**config.mk**
```make
export PLATFORM = sky130hd
export DESIGN_NAME = rr_arb2
export DESIGN_NICKNAME = d
export VERILOG_FILES = /design/src/rtl/rr_arb2_pkg.sv /design/src/rtl/rr_arb2_mux21.sv /design/src/rtl/rr_arb2.sv
export SDC_FILE = /design/constraint.sdc
export NUM_CORES = 1
export LEC_CHECK = 0
export CAP_MARGIN = 40
export CELL_PAD_IN_SITES_DETAIL_PLACEMENT = 0
export CELL_PAD_IN_SITES_GLOBAL_PLACEMENT = 1
export CORE_UTILIZATION = 29
export CTS_BUF_LIST = sky130_fd_sc_hd__clkbuf_2 sky130_fd_sc_hd__clkbuf_4 sky130_fd_sc_hd__clkbuf_8
export CTS_CLUSTER_SIZE = 16
export DETAILED_ROUTE_END_ITERATION = 12
export HOLD_SLACK_MARGIN = 0.12
export PLACE_DENSITY = 0.86
export SKIP_LAST_GASP = 1
export SLEW_MARGIN = 20
export SYNTH_ARGS = -nofsm -noshare
export SYNTH_HDL_FRONTEND = slang
export SYNTH_SLANG_ARGS = --single-unit
```
**constraint.sdc**
```tcl
create_clock -name clk -period 1.42 [get_ports clk]
set_input_delay 0.284 -clock clk [delete_from_list [all_inputs] [get_ports clk]]
set_output_delay 0.284 -clock clk [all_outputs]
set_load 0.1 [all_outputs]
```
**src/rtl/rr_arb2_pkg.sv**
```systemverilog
// Shared types and helpers for the two-requester round-robin arbiter.
package rr_arb2_pkg;

    typedef enum logic {IDLE, BURST} arb_state_t;

    // Burst counter width; never narrower than one bit.
    function automatic int cnt_w(input int max_burst);
        return (max_burst > 1) ? $clog2(max_burst) : 1;
    endfunction

endpackage

```
**src/rtl/rr_arb2_mux21.sv**
```systemverilog
// Single-bit 2:1 multiplexer; s=0 passes d0, s=1 passes d1.
module mux21 (
    input  logic s,
    input  logic d0,
    input  logic d1,
    output logic y
);

    assign y = s ? d1 : d0;

endmodule

```
**src/rtl/rr_arb2.sv**
```systemverilog
// Two-requester round-robin arbiter with bounded bursts, valid/ready handshakes
// and a registered output stage fed through a bank of mux21 cells.
module rr_arb2
    import rr_arb2_pkg::*;
#(
    parameter int W         = 8,
    parameter int MAX_BURST = 4
) (
    input  logic         clk,
    input  logic         rst_n,
    input  logic         d0_valid,
    input  logic [W-1:0] d0_data,
    output logic         d0_ready,
    input  logic         d1_valid,
    input  logic [W-1:0] d1_data,
    output logic         d1_ready,
    output logic         y_valid,
    output logic [W-1:0] y_data,
    input  logic         y_ready,
    output logic         s
);

    localparam int             CW       = cnt_w(MAX_BURST);
    localparam logic [CW-1:0] CNT_LAST = CW'(MAX_BURST - 1);

    arb_state_t    state;
    logic [CW-1:0] cnt;
    logic [W-1:0]  mux_y;
    logic          accept;
    logic          granted_valid;
    logic          xfer;

    assign accept        = !y_valid || y_ready;
    assign granted_valid = s ? d1_valid : d0_valid;
    assign xfer          = (state == BURST) && granted_valid && accept;

    // Readies are masked by reset so nothing is handed off while it is held.
    assign d0_ready = rst_n && (state == BURST) && !s && accept;
    assign d1_ready = rst_n && (state == BURST) &&  s && accept;

    for (genvar i = 0; i < W; i++) begin : g_mux
        mux21 u_mux (
            .s  (s),
            .d0 (d0_data[i]),
            .d1 (d1_data[i]),
            .y  (mux_y[i])
        );
    end

    always_ff @(posedge clk) begin
        if (!rst_n) begin
            state   <= IDLE;
            s       <= 1'b1;
            cnt     <= '0;
            y_valid <= 1'b0;
            y_data  <= '0;
        end else begin
            if (xfer) begin
                y_data  <= mux_y;
                y_valid <= 1'b1;
            end else if (y_ready) begin
                y_valid <= 1'b0;
            end

            case (state)
                IDLE: begin
                    // s is the round-robin pointer: on a tie the other channel wins.
                    if (d0_valid && d1_valid) begin
                        s     <= !s;
                        state <= BURST;
                    end else if (d0_valid) begin
                        s     <= 1'b0;
                        state <= BURST;
                    end else if (d1_valid) begin
                        s     <= 1'b1;
                        state <= BURST;
                    end
                end
                BURST: begin
                    if (!granted_valid) begin
                        cnt   <= '0;
                        state <= IDLE;
                    end else if (accept) begin
                        if (cnt == CNT_LAST) begin
                            cnt   <= '0;
                            state <= IDLE;
                        end else begin
                            cnt <= cnt + 1'b1;
                        end
                    end
                end
                default: state <= IDLE;
            endcase
        end
    end

endmodule

```
==> results of run 1 <==
-- layout make-up --
type                            count  share of cell area, %
Multi-Input combinational cell     57                  33.08
Timing Repair Buffer               44                  40.34
Clock buffer                        4                  2.294
Inverter                            3                  1.052
Sequential cell                    13                  20.55
Tap cell                           28                  2.677
-- metal layers --
metal  share of wire [%]  GRT usage, %  up-vias
li1                    -             -      354
met1                  41         15.90      324
met2                  51         29.33       26
met3                 5.8         2.727        4
met4                 2.3         6.944        0
met5                   0             0        -
-- registers in the layout (all words and copies together), names as in the netlist --
name,cells
y_valid,1
state,1
cnt,2
y_data,8
s,1
-- metrics by stage --
step           power (uW)  setup TNS, ps
2_1_floorplan       712.5         -150.6
3_3_place_gp        888.2          -1151
3_5_place_dp        895.8          -1517
4_1_cts              1146              0
5_1_grt              1192         -28.95
6_report             1145              0
-- logic make-up after synthesis --
kind of cell / count (synthesis) / synth area share [%]
adder cells (fa/ha/maj): 1 / 1.811
multiplexers: 17 / 26.81
buffers and inverters: 7 / 4.710
AO/OA/AOI/OAI: 8 / 7.245
flip-flops: 13 / 37.68
AND/OR/NAND/NOR: 31 / 21.74
-- cells in the final DEF (no fill, tap or decap), drive strengths merged --
master,synthesis,routed
buf,3,24
clkdlybuf4s50,0,18
nand2,16,16
dfxtp,13,13
mux2,9,9
mux2i,8,8
nor2,5,5
clkbuf,1,4
a21oi,3,3
nand3,3,3
inv,3,3
nand2b,3,3
nor2b,2,2
nand4,2,2
a31oi,2,2
dlygate4sd2,0,2
a221o,1,1
o21ai,1,1
o31ai,1,1
ha,1,1
-- repair_timing --
| action | in CTS | in global routing |
|---|---|---|
| cloned | 0 | 0 |
| setup endpoints to repair | 2 | 2 |
| endpoints found under the hold margin | 0 | 0 |
| hold buffers | 0 | 0 |
| setup buffers | 4 | 2 |
| pin swaps | 2 | 1 |
| resized for setup | 2 | 1 |
-- worst max path at each step --
stage,slack (ps),endpoint,start,cells past startpoint
final,30,d0_ready,y_valid,4
after global routing,-30,d0_ready,y_valid,4
after CTS,10,d1_ready,y_valid,4
after detailed placement,-200,d1_ready,y_ready,5
after global placement,-170,d0_ready,y_ready,5
after floorplan,-100,d1_ready,s,3
-- worst max-delay path, cell delays in order (launching register included) --
cell	delay, ps
sky130_fd_sc_hd__dfxtp_4	360
sky130_fd_sc_hd__nand2b_4	70
sky130_fd_sc_hd__nand3_4	100
sky130_fd_sc_hd__nor2_4	130
sky130_fd_sc_hd__buf_12	180
-- power by group through the flow --
stage               combinational (uW)  sequential (uW)  clock [uW]
detailed placement                 468              428           0
finish                             475              423         247
global route                       499              427         266
CTS                                472              424         251
floorplan                          160              552           0
global placement                   460              428           0
==> results.txt, run 1 <==
The worst setup slack after placement is -196.4 ps. The post-route DRC violation count came out at 0. Dividing the synthesized area by the synthesized cell count gives 8.970 um^2. The netlist uses 21 different library cells. The destination of the worst hold path is y_data[3]. In this run the critical register-to-register path is captured at y_data[2]. The via density per instance came out at approximately 4.8.

The instance count of the mapped netlist came out at slightly below 80. By count the netlist is led by sky130_fd_sc_hd__nand2_1 (16), sky130_fd_sc_hd__dfxtp_1 (13), sky130_fd_sc_hd__mux2_2 (8), sky130_fd_sc_hd__mux2i_1 (8), sky130_fd_sc_hd__nor2_1 (5). The sequential area share after synthesis is a little under two fifths. The largest vdd supply drop came out at 0.4950 mV. The mapped netlist covers 690.7 um^2. The number of antenna violations at the first check in global routing is 0. In the final layout, the multi-input gates occupy ~430 um^2. The pin count of the biggest net entering global routing came out at 19. Headroom to the max-slew limit came out at between 70% and 80%. The tightest min-delay check is of the reg -> reg type. The proportion of register bits with asynchronous set or reset after synthesis came out at 0%. The length of the first detailed-routing pass in iterations came out at 4. The number of buffers added on ports came out at 32. The period utilization came out at approximately 100%. The largest total area in the synthesized netlist belongs to sky130_fd_sc_hd__dfxtp_1.

The net switching power came out at 409.3 uW. The x dimension of the die came out at between 50 and 60 um. The number of DRC violations after detailed-routing iteration 0 is 6. The mean routed wirelength per cell is around 12 um. The number of nets with antenna violations after detailed routing came out at 0. The number of buffers on the longest clock path came out at 2.

The total non-filler cell area in the finished layout is approximately 0.0013 mm^2. The clock power share is between 20% and 30%. The non-filler instance count after layout came out at 149. The count of pins over their slew limit came out at 0. The actual slew at the worst max-slew pin came out at 324.6 ps.

The die is between 50 and 60 um tall. Hold timing on the final database bottoms out at a slack of around 500 ps. The worst min-delay path startpoint is y_data[3]. The global-route wire length before repair came out at between 2 and 3 mm. The cell leakage power is roughly 0.00057 uW. The worst register-to-register path begins at s.

Setup repair after global routing could not meet its margin everywhere. The tree is rooted in a sky130_fd_sc_hd__clkbuf_4. Based on the critical path, the design can be clocked at up to between 0.7 and 0.8 GHz. The cell-internal power is approximately 740 uW. The I/O pin count came out at 33. Fill cells in the final layout number slightly above 200. The total of endpoints with negative setup slack in the final report came out at 0. The final global-route overflow total came out at 0. The worst-path maximum fanout came out at 2. The floorplan step defined a die boundary enclosing around 0.0026 mm^2. TritonCTS built the clock tree. The final routed wirelength across all metal layers came out at about 1.8 mm. The core region area came out at 0.002233 mm^2. The number of max-cap violations came out at 0. The final HPWL from detailed placement came out at between 1 and 1.5 mm. The global-route total usage across every layer is approximately 15%. Ranked by total cell area, the synthesized netlist is headed by sky130_fd_sc_hd__dfxtp_1 (38%), sky130_fd_sc_hd__mux2_2 (13%), sky130_fd_sc_hd__mux2i_1 (12%), sky130_fd_sc_hd__nand2_1 (8.7%), sky130_fd_sc_hd__nand2b_1 (2.7%). The layout overhead on the synthesized area is 89.49%. The post-synth net total is just under 100. The most common flop cell mapped by yosys is sky130_fd_sc_hd__dfxtp_1. The clock transition time at the flip-flop clock pins of the worst setup and hold paths is 80 ps.

Summing all placed instances gives a cell area of about 0.0012 mm^2. Counting cells, the worst reg-to-reg path comes to 3. The worst clock skew is 4.889 ps. The total power divided by cell area came out at around 900 mW/mm^2. The instance count along the most critical hold path came out at 2.

Cells fill 58.60% of the core in the end. Across all register-to-register paths, the minimum setup slack is about 160 ps. The total area of sequential cells came out at roughly 270 um^2. The number of standard-cell rows in the floorplan came out at 17.

The flow ran to the end, and the final reports show no timing, DRC or antenna violations. In this run the number of H-tree levels came out at 1. The critical path is of the reg -> out type. The final count of hold timing violations is 0. The number of clock sinks is 13.

In the post-route analysis, the smallest setup slack over all paths is 26.97 ps. The clock insertion delay at the later pin of the skew report is ~270 ps. For the worst setup path, the data arrival time is approximately 1100 ps.

For this run, the number of Yosys warnings is 0. In this run, synthesis inferred 0 flip-flops with an integrated enable. The number of synthesized register bits came out at 13.

The combinational cell fraction of total power is between 40% and 50%. The required time of the critical path is approximately 1100 ps. The most frequent cell after synthesis is sky130_fd_sc_hd__nand2_1. The area share of the largest cell type after synthesis is between 30% and 40%.

In the final layout, the share of cells above drive strength 1 is 38.02%. The repair_antennas step left the layout with diodes totalling 0. At the end of the flow, the number of nets in the layout was between 100 and 150.

The part of the power in registers came out at between 30 and 40%. The initial utilization of the core area, before any placement, comes to between 30% and 40%. The time the worst path needs with I/O delays and setup is between 1000 and 1500 ps.

The net switching share of the total power came out at 35.76%. The routed via count came out at between 700 and 800. STA classifies the critical path endpoint as an output pin. The routability congestion estimate from global placement came out at about 0.72.

The via count of the first global-routing pass came out at 727. The worst setup path is launched from a flop. Counting the buffers created by CTS gives 3. The post-placement cell count came out at between 100 and 150.
Note: power is estimated with default switching activity, not from simulation.
==> inputs of run 2 (changes only) <==
--- a/config.mk
+++ b/config.mk
@@ -10,10 +10,12 @@
 export CELL_PAD_IN_SITES_GLOBAL_PLACEMENT = 1
 export CORE_UTILIZATION = 29
 export CTS_BUF_LIST = sky130_fd_sc_hd__clkbuf_2 sky130_fd_sc_hd__clkbuf_4 sky130_fd_sc_hd__clkbuf_8
+export CTS_CLUSTER_DIAMETER = 50
 export CTS_CLUSTER_SIZE = 16
 export DETAILED_ROUTE_END_ITERATION = 12
 export HOLD_SLACK_MARGIN = 0.12
 export PLACE_DENSITY = 0.86
+export SETUP_SLACK_MARGIN = 0.1
 export SKIP_LAST_GASP = 1
 export SLEW_MARGIN = 20
 export SYNTH_ARGS = -nofsm -noshare
==> constraint.sdc (replaced) <==
create_clock -name clk -period 1.5 [get_ports clk]
set_input_delay 0.3 -clock clk [delete_from_list [all_inputs] [get_ports clk]]
set_output_delay 0.3 -clock clk [all_outputs]
set_load 0.1 [all_outputs]
==> results.txt, run 2 (synthesis results as in run 1) <==
Result of the run: finished clean (unchanged). The highest clock rate came out at roughly 0.71 GHz. The routed via count came out at 685 (was 708). The length of the first detailed-routing pass in iterations came to 4 (unchanged).

The clock period could shrink to around 1400 ps. The number of DRC violations after detailed-routing iteration 0 came out at 9 (was 6). The total power divided by cell area came to 828.0 mW/mm^2 (was 874.7 mW/mm^2). The number of buffers created by CTS came out at 3 (unchanged).

The peak per-stage delay on the critical path came to 360 ps (about the same). The global-route wire length before repair came out at 2.697 mm (was 2.953 mm). The diode insertion count for antenna repair came out at 0 (unchanged).

The count of pins over their slew limit is 0 (unchanged). The share of layout cells above drive strength 1 came out at 36.67% (was 38.02%). The I/O pin count was 33 (unchanged).

The combined buffer and inverter count along the critical path is 1 (unchanged). The core region area came out at 0.002233 mm^2 (unchanged). The mean routed wirelength per cell is 11.41 um (was 12.01 um). The tightest slew margin relative to the limit was 81.69% (was 78.31%). The via density per instance came out at 4.628 (was 4.752). The final HPWL from detailed placement is 1.264 mm (was 1.333 mm).

The global-route total usage across every layer came out at 14.11% (was 15.33%). The class of the tightest hold or removal check is reg -> reg (unchanged). The number of max-cap violations came out at 0 (unchanged).

The final global-route overflow total is 0 (unchanged). The total of endpoints with negative setup slack in the final report was 0 (unchanged). The cell leakage power came to 0.0005732 uW (was 0.0005662 uW). The actual slew at the worst max-slew pin came out at 274.1 ps (was 324.6 ps). The starting density of the core came out at 30.92% (unchanged). The number of fillers in the final layout came to 188 (was 204). The clock tree root driver cell is sky130_fd_sc_hd__clkbuf_4 (unchanged). The largest vdd supply drop is 0.5475 mV (was 0.4950 mV). The required time of the critical path came out at 1200 ps (was 1140 ps). The die boundary height came to 50.80 um (unchanged).

RSZ-0062 raised after global routing: true (unchanged). In the finished design, the share of the clock period the worst path needs comes to between 90 and 100%. The number of standard-cell rows in the floorplan is 17 (unchanged).

The number of antenna violations at the first check in global routing was 0 (unchanged). The internal reg-to-reg setup slack came to 290 ps (was 160 ps). The worst-path maximum fanout is 2 (unchanged). The routability congestion estimate from global placement is 0.6952 (was 0.7243). The depth of the CTS H-tree was 1 (unchanged). The kind of critical path is reg -> out (unchanged). The startpoint kind of the worst setup timing path is a flop (unchanged). The layout overhead on the synthesized area is 91.85% (was 89.49%). The register bank with the most flops is y_data (unchanged).

The final-stage net count was 143 (was 144). The overall die area is 0.002581 mm^2 (unchanged). The total area of sequential cells is 267.8 um^2 (was 269.0 um^2).

The clock transition time at the flip-flop clock pins of the worst setup and hold paths is 80 ps (about the same). The clock insertion delay at the later pin of the skew report came to 270 ps (about the same). The top routing layer in use is met4 (unchanged). The x dimension of the die came out at 50.80 um (unchanged). The area used by multi-input combinational logic came out at 432.9 um^2 (unchanged). The number of buffers on the longest clock path came out at 2 (unchanged).

The TritonCTS clock tree is done (unchanged). The amount of wire on met3 after detailed routing is 118 um (was 103 um). The number of clock sinks came out at 13 (unchanged). Most frequent cells in the layout: sky130_fd_sc_hd__clkdlybuf4s50_1 (18), sky130_fd_sc_hd__nand2_1 (16), sky130_fd_sc_hd__buf_12 (14) (was sky130_fd_sc_hd__clkdlybuf4s50_1 (18), sky130_fd_sc_hd__nand2_1 (16), sky130_fd_sc_hd__buf_12 (12), sky130_fd_sc_hd__buf_4 (12), sky130_fd_sc_hd__dfxtp_1 (10)). The flip-flop count of the largest register after layout came out at 8 (unchanged).

The non-filler instance count after layout came to 148 (was 149). The most common cell after layout, fill and taps aside is sky130_fd_sc_hd__clkdlybuf4s50_1 (unchanged). The number of nets with antenna violations after detailed routing is 0 (unchanged).

The post-route DRC violation count came to 0 (unchanged). The pin count of the biggest net entering global routing was 19 (unchanged). The endpoint type of the worst setup path is an output pin (unchanged). The utilization of the core after routing is 59.33% (was 58.60%). Largest regs: y_data x8, cnt x2 (unchanged). The final count of hold timing violations is 0 (unchanged). The worst clock skew came out at 0.4892 ps (was 4.889 ps). The post-placement cell count came out at 140 (unchanged). Cell chain of the critical path: nand2b_4 -> nand3_4 -> nor2_4 -> buf_12 (unchanged). The number of buffers added on ports was 32 (unchanged). The cts-stage hold buffer count came out at 0 (unchanged). The via count of the first global-routing pass came out at 634 (was 727).

The met1 wire length was 702 um (was 728 um). The kind of cell adding the most delay to the critical path was flip-flops (unchanged). The length of routed met2 wiring came to 860 um (was 915 um).

The data arrival time of the critical path came out at 1100 ps (was 1110 ps). The slowest cell on the critical path is sky130_fd_sc_hd__dfxtp_4 (unchanged). The final routed wirelength across all metal layers is 1.689 mm (was 1.789 mm).
[run 2: changes by cell type in the layout (fill, tap and decap cells not counted)]
cell,delta
sky130_fd_sc_hd__buf_12,+2
sky130_fd_sc_hd__buf_4,-3
sky130_fd_sc_hd__dfxtp_1,+1
sky130_fd_sc_hd__dfxtp_2,-1
[run 2: where the power goes]
group / switching, uW / total (uW) / internal [uW]
logic: 251 / 469 / 218
registers: 24.6 / 393 / 368
clock network: 115 / 236 / 121
[run 2: area by class of cell]
class	instances	area share, %
clock buffers	4	2.266
multi-input cells	57	32.67
inverters	3	1.039
well taps	28	2.644
flip-flops and latches	13	20.21
repair buffers	43	41.17
[run 2: metrics by stage]
| stage | total power (uW) | setup WS (ps) | instance area, um^2 | TNS, ps | hold WS, ps |
|---|---|---|---|---|---|
| floorplan | 674.5 | -32.59 | 753.2 | -32.59 | 437.2 |
| global placement | 840.4 | -115.8 | 1242 | -298.8 | 481.6 |
| global route | 1141 | 51.74 | 1325 | 0 | 512.4 |
| finish | 1097 | 98.15 | 1325 | 0 | 498.8 |
| detailed placement | 846.2 | -150.9 | 1242 | -416.4 | 487.3 |
| CTS | 1105 | 90.37 | 1325 | 0 | 501.2 |
[run 2: worst reg2reg max path, cell delays in order (launching register included)]
cell,delay (ps)
sky130_fd_sc_hd__dfxtp_4,370
sky130_fd_sc_hd__buf_12,120
sky130_fd_sc_hd__buf_4,140
sky130_fd_sc_hd__mux2_2,340
sky130_fd_sc_hd__nand2_1,70
sky130_fd_sc_hd__mux2i_1,60
[run 2: per-layer routing]
layer / vias up / global-route usage, %
li1: 350 / -
met1: 303 / 14.94
met2: 30 / 27.33
met3: 2 / 3.030
met4: 0 / 4.167
met5: - / 0
[run 2: worst paths after layout]
| path | from | depth (start not counted) | end |
|---|---|---|---|
| setup reg to reg | s | 5 | y_data[5] |
| hold reg to reg | cnt[1] | 2 | cnt[1] |
| hold / removal | cnt[1] | 2 | cnt[1] |
| setup / recovery | y_valid | 4 | d0_ready |
[run 2: what timing repair did]
item / 4_1_cts / 5_1_grt
cloned: 0 / 0
setup endpoints to repair: 2 / 2
gates resized for setup: 5 / 0
pin swaps: 2 / 0
setup buffers: 4 / 0
==> inputs of run 3 (changes only) <==
--- a/config.mk
+++ b/config.mk
@@ -5,7 +5,6 @@
 export SDC_FILE = /design/constraint.sdc
 export NUM_CORES = 1
 export LEC_CHECK = 0
-export CAP_MARGIN = 40
 export CELL_PAD_IN_SITES_DETAIL_PLACEMENT = 0
 export CELL_PAD_IN_SITES_GLOBAL_PLACEMENT = 1
 export CORE_UTILIZATION = 29
==> results of run 3 <==
Final layout, timing and power as in run 2 (identical DEF).
